===== src/rtl/id_ex_stage_pkg.sv =====
// Shared pipeline definitions (package pipe_pkg): ALU select encodings,
// the packed EX/MEM control bundle and its bubble value.
package pipe_pkg;

   localparam logic [2:0] ALU_ADD  = 3'b010;
   localparam logic [2:0] ALU_SUB  = 3'b110;
   localparam logic [2:0] ALU_SLL  = 3'b011;
   localparam logic [2:0] ALU_SLLV = 3'b100;
   localparam logic [2:0] ALU_SRAV = 3'b101;

   typedef struct packed {
      logic reg_write;
      logic mem_read;
      logic mem_write;
      logic mem_to_reg;
   } ctrl_t;

   localparam ctrl_t CTRL_NOP = '{reg_write: 1'b0, mem_read: 1'b0,
                                  mem_write: 1'b0, mem_to_reg: 1'b0};

   function automatic ctrl_t pack_ctrl(input logic rw, input logic mr,
                                       input logic mw, input logic mtr);
      ctrl_t c;
      c.reg_write  = rw;
      c.mem_read   = mr;
      c.mem_write  = mw;
      c.mem_to_reg = mtr;
      return c;
   endfunction

endpackage


===== src/rtl/id_ex_stage_if.sv =====
// ID/EX bus: decoded ID fields and pipeline control in, registered EX fields out.
// The master side is the decode stage / environment, the slave side is id_ex_stage.
interface id_ex_stage_if #(
   parameter int DATA_W = 32,
   parameter int REG_W  = 5,
   parameter int SEL_W  = 3
) ();

   logic              Stall_in;
   logic              Flush;
   logic              ID_Valid;
   logic [SEL_W-1:0]  ID_ALUSel;
   logic [DATA_W-1:0] ID_ALUIn1;
   logic [DATA_W-1:0] ID_ALUIn2;
   logic [4:0]        ID_Shamt;
   logic [DATA_W-1:0] ID_StoreData;
   logic [REG_W-1:0]  ID_Rs;
   logic [REG_W-1:0]  ID_Rt;
   logic [REG_W-1:0]  ID_WriteReg;
   logic              ID_RegWrite;
   logic              ID_MemRead;
   logic              ID_MemWrite;
   logic              ID_MemToReg;

   logic              ID_Ready;
   logic              LoadUseStall;

   logic              EX_Valid;
   logic [SEL_W-1:0]  EX_ALUSel;
   logic [DATA_W-1:0] EX_ALUIn1;
   logic [DATA_W-1:0] EX_ALUIn2;
   logic [4:0]        EX_Shamt;
   logic [DATA_W-1:0] EX_StoreData;
   logic [REG_W-1:0]  EX_WriteReg;
   logic              EX_RegWrite;
   logic              EX_MemRead;
   logic              EX_MemWrite;
   logic              EX_MemToReg;

   modport master (
      output Stall_in, Flush, ID_Valid, ID_ALUSel, ID_ALUIn1, ID_ALUIn2,
             ID_Shamt, ID_StoreData, ID_Rs, ID_Rt, ID_WriteReg,
             ID_RegWrite, ID_MemRead, ID_MemWrite, ID_MemToReg,
      input  ID_Ready, LoadUseStall,
             EX_Valid, EX_ALUSel, EX_ALUIn1, EX_ALUIn2, EX_Shamt,
             EX_StoreData, EX_WriteReg,
             EX_RegWrite, EX_MemRead, EX_MemWrite, EX_MemToReg
   );

   modport slave (
      input  Stall_in, Flush, ID_Valid, ID_ALUSel, ID_ALUIn1, ID_ALUIn2,
             ID_Shamt, ID_StoreData, ID_Rs, ID_Rt, ID_WriteReg,
             ID_RegWrite, ID_MemRead, ID_MemWrite, ID_MemToReg,
      output ID_Ready, LoadUseStall,
             EX_Valid, EX_ALUSel, EX_ALUIn1, EX_ALUIn2, EX_Shamt,
             EX_StoreData, EX_WriteReg,
             EX_RegWrite, EX_MemRead, EX_MemWrite, EX_MemToReg
   );

endinterface


===== src/rtl/id_ex_stage_hazard_detect.sv =====
// Load-use comparator: a load in EX whose destination is a source of the ID
// instruction. Kept free of flush gating so the forwarding unit can reuse it.
module hazard_detect #(
   parameter int REG_W = 5
) (
   input  logic             i_id_valid,
   input  logic [REG_W-1:0] i_id_rs,
   input  logic [REG_W-1:0] i_id_rt,
   input  logic             i_ex_valid,
   input  logic             i_ex_mem_read,
   input  logic [REG_W-1:0] i_ex_write_reg,
   output logic             o_hazard
);

   logic w_dest_live;
   logic w_src_match;

   // $0 is hardwired, so a load targeting it never creates a dependency.
   assign w_dest_live = i_ex_valid && i_ex_mem_read && (i_ex_write_reg != '0);
   assign w_src_match = (i_ex_write_reg == i_id_rs) || (i_ex_write_reg == i_id_rt);
   assign o_hazard    = i_id_valid && w_dest_live && w_src_match;

endmodule


===== src/rtl/id_ex_stage.sv =====
// ID/EX pipeline register with integrated load-use stall and bubble insertion.
// Optional macro PIPE_STATS_EN adds saturating BubbleCount/HoldCount outputs.
module id_ex_stage
   import pipe_pkg::*;
#(
   parameter int DATA_W = 32,
   parameter int REG_W  = 5,
   parameter int SEL_W  = 3
) (
   input  logic        Clk,
   input  logic        Rst_n,
   id_ex_stage_if.slave bus
`ifdef PIPE_STATS_EN
   ,
   output logic [31:0] BubbleCount,
   output logic [31:0] HoldCount
`endif
);

   logic              r_ex_valid;
   logic [SEL_W-1:0]  r_ex_sel;
   logic [DATA_W-1:0] r_ex_in1;
   logic [DATA_W-1:0] r_ex_in2;
   logic [4:0]        r_ex_shamt;
   logic [DATA_W-1:0] r_ex_store;
   logic [REG_W-1:0]  r_ex_wr;
   ctrl_t             r_ex_ctrl;

   logic              w_hazard_raw;
   logic              w_load_use;
   logic              w_load_bubble;
   logic              w_load_id;
   ctrl_t             w_id_ctrl;

   hazard_detect #(.REG_W(REG_W)) u_hazard (
      .i_id_valid     (bus.ID_Valid),
      .i_id_rs        (bus.ID_Rs),
      .i_id_rt        (bus.ID_Rt),
      .i_ex_valid     (r_ex_valid),
      .i_ex_mem_read  (r_ex_ctrl.mem_read),
      .i_ex_write_reg (r_ex_wr),
      .o_hazard       (w_hazard_raw)
   );

   // A flushed ID instruction is dead, so it cannot be stalled on.
   assign w_load_use = w_hazard_raw && !bus.Flush;

   assign w_load_bubble = bus.Flush
                       || (!bus.Stall_in && (w_load_use || !bus.ID_Valid));
   assign w_load_id     = !bus.Flush && !bus.Stall_in && !w_load_use && bus.ID_Valid;

   assign w_id_ctrl = pack_ctrl(bus.ID_RegWrite, bus.ID_MemRead,
                                bus.ID_MemWrite, bus.ID_MemToReg);

   always_ff @(posedge Clk or negedge Rst_n) begin
      if (!Rst_n) begin
         r_ex_valid <= 1'b0;
         r_ex_sel   <= '0;
         r_ex_in1   <= '0;
         r_ex_in2   <= '0;
         r_ex_shamt <= '0;
         r_ex_store <= '0;
         r_ex_wr    <= '0;
         r_ex_ctrl  <= CTRL_NOP;
      end else if (w_load_bubble) begin
         r_ex_valid <= 1'b0;
         r_ex_sel   <= '0;
         r_ex_in1   <= '0;
         r_ex_in2   <= '0;
         r_ex_shamt <= '0;
         r_ex_store <= '0;
         r_ex_wr    <= '0;
         r_ex_ctrl  <= CTRL_NOP;
      end else if (w_load_id) begin
         r_ex_valid <= 1'b1;
         r_ex_sel   <= bus.ID_ALUSel;
         r_ex_in1   <= bus.ID_ALUIn1;
         r_ex_in2   <= bus.ID_ALUIn2;
         r_ex_shamt <= bus.ID_Shamt;
         r_ex_store <= bus.ID_StoreData;
         r_ex_wr    <= bus.ID_WriteReg;
         r_ex_ctrl  <= w_id_ctrl;
      end
   end

   assign bus.LoadUseStall = w_load_use;
   assign bus.ID_Ready     = !bus.Stall_in && !w_load_use;

   assign bus.EX_Valid     = r_ex_valid;
   assign bus.EX_ALUSel    = r_ex_sel;
   assign bus.EX_ALUIn1    = r_ex_in1;
   assign bus.EX_ALUIn2    = r_ex_in2;
   assign bus.EX_Shamt     = r_ex_shamt;
   assign bus.EX_StoreData = r_ex_store;
   assign bus.EX_WriteReg  = r_ex_wr;
   assign bus.EX_RegWrite  = r_ex_ctrl.reg_write;
   assign bus.EX_MemRead   = r_ex_ctrl.mem_read;
   assign bus.EX_MemWrite  = r_ex_ctrl.mem_write;
   assign bus.EX_MemToReg  = r_ex_ctrl.mem_to_reg;

`ifdef PIPE_STATS_EN
   logic [31:0] r_bubble_cnt;
   logic [31:0] r_hold_cnt;
   logic        w_count_bubble;
   logic        w_count_hold;

   // Only hazard-driven bubbles count; an empty ID slot is not a lost cycle.
   assign w_count_bubble = bus.Flush || (!bus.Stall_in && w_load_use);
   assign w_count_hold   = bus.Stall_in && !bus.Flush;

   always_ff @(posedge Clk or negedge Rst_n) begin
      if (!Rst_n) begin
         r_bubble_cnt <= '0;
         r_hold_cnt   <= '0;
      end else begin
         if (w_count_bubble && (r_bubble_cnt != 32'hFFFF_FFFF))
            r_bubble_cnt <= r_bubble_cnt + 32'd1;
         if (w_count_hold && (r_hold_cnt != 32'hFFFF_FFFF))
            r_hold_cnt <= r_hold_cnt + 32'd1;
      end
   end

   assign BubbleCount = r_bubble_cnt;
   assign HoldCount   = r_hold_cnt;
`endif

endmodule


===== src/flat_wrapper.sv =====
// flat-port wrapper written by rule: the top's interface ports become plain ports
module id_ex_stage_flat import pipe_pkg::*;
#(
   parameter int DATA_W = 32,
   parameter int REG_W  = 5,
   parameter int SEL_W  = 3
)
  (Clk, Rst_n, bus_Stall_in, bus_Flush, bus_ID_Valid, bus_ID_ALUSel, bus_ID_ALUIn1, bus_ID_ALUIn2, bus_ID_Shamt, bus_ID_StoreData, bus_ID_Rs, bus_ID_Rt, bus_ID_WriteReg, bus_ID_RegWrite, bus_ID_MemRead, bus_ID_MemWrite, bus_ID_MemToReg, bus_ID_Ready, bus_LoadUseStall, bus_EX_Valid, bus_EX_ALUSel, bus_EX_ALUIn1, bus_EX_ALUIn2, bus_EX_Shamt, bus_EX_StoreData, bus_EX_WriteReg, bus_EX_RegWrite, bus_EX_MemRead, bus_EX_MemWrite, bus_EX_MemToReg);
  id_ex_stage_if #(.DATA_W(DATA_W), .REG_W(REG_W), .SEL_W(SEL_W)) bus_i ();
  input  logic Clk;
  input  logic Rst_n;
  input wire logic [$bits(bus_i.Stall_in)-1:0] bus_Stall_in;
  input wire logic [$bits(bus_i.Flush)-1:0] bus_Flush;
  input wire logic [$bits(bus_i.ID_Valid)-1:0] bus_ID_Valid;
  input wire logic [$bits(bus_i.ID_ALUSel)-1:0] bus_ID_ALUSel;
  input wire logic [$bits(bus_i.ID_ALUIn1)-1:0] bus_ID_ALUIn1;
  input wire logic [$bits(bus_i.ID_ALUIn2)-1:0] bus_ID_ALUIn2;
  input wire logic [$bits(bus_i.ID_Shamt)-1:0] bus_ID_Shamt;
  input wire logic [$bits(bus_i.ID_StoreData)-1:0] bus_ID_StoreData;
  input wire logic [$bits(bus_i.ID_Rs)-1:0] bus_ID_Rs;
  input wire logic [$bits(bus_i.ID_Rt)-1:0] bus_ID_Rt;
  input wire logic [$bits(bus_i.ID_WriteReg)-1:0] bus_ID_WriteReg;
  input wire logic [$bits(bus_i.ID_RegWrite)-1:0] bus_ID_RegWrite;
  input wire logic [$bits(bus_i.ID_MemRead)-1:0] bus_ID_MemRead;
  input wire logic [$bits(bus_i.ID_MemWrite)-1:0] bus_ID_MemWrite;
  input wire logic [$bits(bus_i.ID_MemToReg)-1:0] bus_ID_MemToReg;
  output wire logic [$bits(bus_i.ID_Ready)-1:0] bus_ID_Ready;
  output wire logic [$bits(bus_i.LoadUseStall)-1:0] bus_LoadUseStall;
  output wire logic [$bits(bus_i.EX_Valid)-1:0] bus_EX_Valid;
  output wire logic [$bits(bus_i.EX_ALUSel)-1:0] bus_EX_ALUSel;
  output wire logic [$bits(bus_i.EX_ALUIn1)-1:0] bus_EX_ALUIn1;
  output wire logic [$bits(bus_i.EX_ALUIn2)-1:0] bus_EX_ALUIn2;
  output wire logic [$bits(bus_i.EX_Shamt)-1:0] bus_EX_Shamt;
  output wire logic [$bits(bus_i.EX_StoreData)-1:0] bus_EX_StoreData;
  output wire logic [$bits(bus_i.EX_WriteReg)-1:0] bus_EX_WriteReg;
  output wire logic [$bits(bus_i.EX_RegWrite)-1:0] bus_EX_RegWrite;
  output wire logic [$bits(bus_i.EX_MemRead)-1:0] bus_EX_MemRead;
  output wire logic [$bits(bus_i.EX_MemWrite)-1:0] bus_EX_MemWrite;
  output wire logic [$bits(bus_i.EX_MemToReg)-1:0] bus_EX_MemToReg;
  assign bus_i.Stall_in = bus_Stall_in;
  assign bus_i.Flush = bus_Flush;
  assign bus_i.ID_Valid = bus_ID_Valid;
  assign bus_i.ID_ALUSel = bus_ID_ALUSel;
  assign bus_i.ID_ALUIn1 = bus_ID_ALUIn1;
  assign bus_i.ID_ALUIn2 = bus_ID_ALUIn2;
  assign bus_i.ID_Shamt = bus_ID_Shamt;
  assign bus_i.ID_StoreData = bus_ID_StoreData;
  assign bus_i.ID_Rs = bus_ID_Rs;
  assign bus_i.ID_Rt = bus_ID_Rt;
  assign bus_i.ID_WriteReg = bus_ID_WriteReg;
  assign bus_i.ID_RegWrite = bus_ID_RegWrite;
  assign bus_i.ID_MemRead = bus_ID_MemRead;
  assign bus_i.ID_MemWrite = bus_ID_MemWrite;
  assign bus_i.ID_MemToReg = bus_ID_MemToReg;
  assign bus_ID_Ready = bus_i.ID_Ready;
  assign bus_LoadUseStall = bus_i.LoadUseStall;
  assign bus_EX_Valid = bus_i.EX_Valid;
  assign bus_EX_ALUSel = bus_i.EX_ALUSel;
  assign bus_EX_ALUIn1 = bus_i.EX_ALUIn1;
  assign bus_EX_ALUIn2 = bus_i.EX_ALUIn2;
  assign bus_EX_Shamt = bus_i.EX_Shamt;
  assign bus_EX_StoreData = bus_i.EX_StoreData;
  assign bus_EX_WriteReg = bus_i.EX_WriteReg;
  assign bus_EX_RegWrite = bus_i.EX_RegWrite;
  assign bus_EX_MemRead = bus_i.EX_MemRead;
  assign bus_EX_MemWrite = bus_i.EX_MemWrite;
  assign bus_EX_MemToReg = bus_i.EX_MemToReg;
  id_ex_stage #(.DATA_W(DATA_W), .REG_W(REG_W), .SEL_W(SEL_W)) u_core (.Clk(Clk), .Rst_n(Rst_n), .bus(bus_i));
endmodule

===== config.mk =====
export PLATFORM = sky130hd
export DESIGN_NAME = id_ex_stage_flat
export DESIGN_NICKNAME = d
export VERILOG_FILES = /design/src/rtl/id_ex_stage_pkg.sv /design/src/rtl/id_ex_stage_if.sv /design/src/rtl/id_ex_stage_hazard_detect.sv /design/src/rtl/id_ex_stage.sv /design/src/flat_wrapper.sv
export SDC_FILE = /design/constraint.sdc
export NUM_CORES = 1
export LEC_CHECK = 0
export CORE_AREA = 2 2 129 94
export CTS_BUF_LIST = sky130_fd_sc_hd__clkbuf_2 sky130_fd_sc_hd__clkbuf_4 sky130_fd_sc_hd__clkbuf_8
export DETAILED_ROUTE_END_ITERATION = 10
export DIE_AREA = 0 0 131 96
export PLACE_DENSITY_LB_ADDON = 0.25
export SETUP_SLACK_MARGIN = 0.05
export SYNTH_ARGS = -nofsm -noshare
export SYNTH_HDL_FRONTEND = slang
export SYNTH_SLANG_ARGS = --single-unit

===== constraint.sdc =====
create_clock -name Clk -period 4.6 [get_ports Clk]
set_clock_uncertainty 0.1 [all_clocks]
set_input_delay 1.15 -clock Clk [delete_from_list [all_inputs] [get_ports Clk]]
set_output_delay 1.15 -clock Clk [all_outputs]
set_load 0.01 [all_outputs]

# Word-level counts from Yosys, hierarchy flattened
# Index checks and enable logic that the tools add are counted.
totals:
  romBits: 0
  ram_bits: 0
  n_memories: 0
  latchBits: 0
  reg_bits: 114
classes:
  div: 0
  mul: 0
  magnitude_cmp: 0
  n_shift: 0
  eq_ne: 2
  n_bitwise: 0
  n_reduce_logical: 19
  n_mux: 16
  n_addsub: 0
ops:
  columns: ["operator", "n"]
  rows:
  - ["32-bit 2-to-1 mux", 6]
  - ["5-bit 2-to-1 mux", 4]
  - ["5-bit == test", 2]
  - ["1-bit logical AND", 10]
  - ["4-bit 2-to-1 mux", 2]
  - ["3-bit 2-to-1 mux", 2]
  - ["5-bit nonzero test", 1]
  - ["1-bit logical NOT", 4]
  - ["1-bit logical OR", 3]
  - ["1-bit 2-to-1 mux", 2]
  - ["2-bit nonzero test", 1]

# Longest topological paths before layout
depth:
  word_depth: 10
  depth_mapped: 8

# Modules after synthesis
# Synthesis repeated with hierarchy kept, for this count alone.
unflattened:
  hier_cells: 537
  area_unflattened_um2: 5550.3
by_module_without_submodules:
  columns: ["module", "area_per_inst_um2", "n_inst", "cells_per_inst"]
  rows:
  - ["id_ex_stage", 5421.4, 1, 520]
  - ["hazard_detect", 128.9, 1, 17]

# Least setup slack after synthesis
# Ideal clock, no wire load.
synth_path:
  path_kind: "in2out"
  startpoint: "input bus_ID_Rt[2]"
  endpoint: "output bus_ID_Ready"
  stages: 8
  t_required_ps: 3350
  t_arrival_ps: 2478
  setup_slack_ps: 872
  cell_sequence: "xor2_1 nor3_1 nand3_1 a2111o_1 buf_2 buf_6 buf_6 nor2b_1"
synth_via:
  elab_chain_cells: 6
synth_rtl:
  columns: ["item", "line_no", "rtl"]
  rows:
  - ["start: declaration", "flat_wrapper.sv:21", "input wire logic [$bits(bus_i.ID_Rt)-1:0] bus_ID_Rt;"]
  - ["5-bit == test", "id_ex_stage_hazard_detect.sv:20", "assign w_src_match = (i_ex_write_reg == i_id_rs) || (i_ex_write_reg == i_id_rt);"]
  - ["1-bit logical OR", "id_ex_stage_hazard_detect.sv:20", null]
  - ["1-bit logical AND", "id_ex_stage_hazard_detect.sv:21", "assign o_hazard = i_id_valid && w_dest_live && w_src_match;"]
  - ["1-bit logical AND", "id_ex_stage.sv:46", "assign w_load_use = w_hazard_raw && !bus.Flush;"]
  - ["1-bit logical NOT", "id_ex_stage.sv:87", "assign bus.ID_Ready = !bus.Stall_in && !w_load_use;"]
  - ["1-bit logical AND", "id_ex_stage.sv:87", null]
  - ["end: declaration", "flat_wrapper.sv:27", "output wire logic [$bits(bus_i.ID_Ready)-1:0] bus_ID_Ready;"]
# Every way passes these cells.

# Final worst setup path
layout_path:
  startpoint: "input bus_ID_Rt[0]"
  endpoint: "output bus_ID_Ready"
# Same word-level chain as after synthesis.

==> flow_summary.yaml <==
routing:
  ant_nets: 0
  dr.pass1.iters: 7
  finalWirelength_um: 15600
  drt_iter0_drc: 282
  vias: 4440
  drc: 0
  routed_via_density: 5.54
  wl_per_cell_um: 19.4
synth:
  seq_area_frac_synth_pct: 55.9
  synthTopCellsByArea: "dfrtp_1, a22o_1, nor3b_1"
  synth-edff-count: 0
  yosysWarnings: 0
  synth_cells: 415
  synth_common_cells: "dfrtp_1, nor3b_1, a22o_1"
  yosysMostFrequentCell: "dfrtp_1"
  synth.net_count: 543
  syn_area_per_cell_um2: 12.3
  async_flop_share_pct: 100
  ys_seq_elements: 114
  yosysTopAreaCell: "dfrtp_1"
  synthFlopType: "dfrtp_1"
  ys_types: 17
  synth_area_um2: 5100
  synth_top_area_share_pct: 55.9
sta:
  finalMaxSlewViolations: 0
  tns_ps: 0
  hold_violations: 0
  worstMarginPinSlew_ps: 1330
  rsz0062_at_grt: "false"
  setup_violations: 0
  period_share_pct: 96.5
  final.min_clock_period_ps: 4440
  fmaxAchievable_ghz: 0.225
  setup_ws_ps: 159
  relSlewSlack_pct: 11.2
  hold_ws_ps: 406
critical_path:
  worstPathRequired_ps: 3350
  cp-start-kind: "input pin"
  path_class: "in2out"
  path_max_fanout: 4
  critPathArrivalTime_ps: 3190
  reg2reg_depth: 5
  end_kind: "output port"
clock_network:
  numCtsBuffers: 17
  clkTransAtPathRegs_ps: 70
  cts_tree: "yes"
  cts-root-buf: "clkbuf_8"
  post-cts-setup-buffers: 0
  clock_path_buffers: 2
  clkLatencyLatePin_ps: 410
  cts.sinks: 114
  htreeDepth: 4
floorplanning:
  die_area_um2: 12600
  core_area_um2: 11400
  std_cell_rows: 33
  die_y_um: 96
  ios: 244
  fp.dieW_um: 131
  start_util_pct: 44.9
grt:
  grt_usage_pct: 24.6
  grt_pass1_wl_um: 23500
  grt_antenna_before_repair: 0
  grt_max_degree: 121
  grt_pass1_vias: 4414
  overflow: 0
layout:
  multi_input_area_um2: 2030
  register_area_um2: 2850
  diodes: 0
  fillers: 823
  fin_nets: 760
  final_util_pct: 70.5
  syn2layout_area_growth_pct: 56.9
  drive_above_1_share_pct: 6.67
hold_path:
  hp-class: "reg2reg"
  hold_depth: 1
placement:
  post-place-ws_ps: 84.2
  place.gp.congestion: 0.788
  dpl.hpwl_um: 9730
  port_buffers: 243
outcome:
  status: "finished, final reports clean"
flow_run:
  maxCapViolCount: 0
pwr:
  p_leak_uw: 0.00332
  peakVddDrop_mv: 0.198
  power_density_nw_per_um2: 308
[routing by layer]
metal  up-vias  routed length [µm]  track usage, %
met4         0                 326            9.93
met5         -                   0               0
li1       2003                   -               -
met1      2231                6680            31.5
met2       182                7210            38.3
met3        24                1370            8.89
[kinds of logic after synthesis]
kind of cell / after synthesis / share of synthesized area (%)
AOI/OAI and AO/OA: 115 / 19.9
xor gates and xnor gates: 10 / 1.72
buffers and inverters: 52 / 4.73
DFF: 114 / 55.9
and+or+nand+nor: 124 / 17.7
[sequential cells by signal (all words and copies together) (netlist names), 3 cells and up]
register / count
u_core.bus.EX_Shamt: 5
u_core.bus.EX_StoreData: 32
u_core.bus.EX_WriteReg: 5
u_core.bus.EX_ALUIn1: 32
u_core.bus.EX_ALUSel: 3
u_core.bus.EX_ALUIn2: 32
[cell type report]
| type | instances | area share [%] |
|---|---|---|
| repair buffers | 248 | 31.0 |
| multi-input cells | 249 | 25.3 |
| clock buffers | 22 | 3.55 |
| well taps | 157 | 2.45 |
| inverters | 2 | 0.0938 |
| clock inverters | 10 | 1.95 |
| flip-flops and latches | 114 | 35.6 |
[critical path, stage by stage]
cell and delay (ps):
clkdlybuf4s50_1 430, xor2_1 150, nor3_1 180, nand3_1 120
a2111o_2 540, nor2b_1 150, clkdlybuf4s50_1 470
[power breakdown]
group	internal, µW	total [µW]	switching (µW)
clock network	635	1040	407
registers	1040	1070	26.0
logic	213	355	142
total	1890	2460	575
[per-stage QoR]
step	std cells	cell area (µm²)	total power, µW
floorplan	415	5100	1210
global placement	770	7560	1430
detailed placement	770	7560	1440
CTS	802	8000	2490
global route	802	8000	2560
finish	802	8000	2460
[worst paths after layout]
kind	to	start	slack [ps]
worst max-delay path	bus_ID_Ready	bus_ID_Rt[0]	160
worst min-delay path	u_core.bus.EX_Shamt[0]	u_core.bus.EX_Shamt[0]	410
worst max register to register	u_core.bus.EX_StoreData[8]	u_core.bus.EX_WriteReg[2]	1930
worst min register to register	u_core.bus.EX_Shamt[0]	u_core.bus.EX_Shamt[0]	410
max in group asynchronous	u_core.bus.EX_StoreData[22]	Rst_n	2580
min in group asynchronous	u_core.bus.EX_ALUIn2[30]	Rst_n	830
[repair_timing]
item / 4_1_cts / 5_1_grt
hold buffers: 0 / 0
endpoints found under the setup margin: 0 / 2
hold endpoints to repair: 0 / 0
gates resized for setup: 0 / 1
[layout by cell type (no fill, tap or decap), types with 2 or more instances in the layout]
cell / n
xor2_1: 6
nor2_1: 2
bufinv_16: 4
a22o_1: 109
dfrtp_1: 114
clkbuf_8: 19
a32o_1: 5
clkdlybuf4s50_1: 241
nor3b_1: 113
nand3_1: 2
inv_1: 2
xnor2_1: 4
buf_4: 6
clkbuf_4: 3
clkinv_2: 4
(Power assumes the default switching activity.)
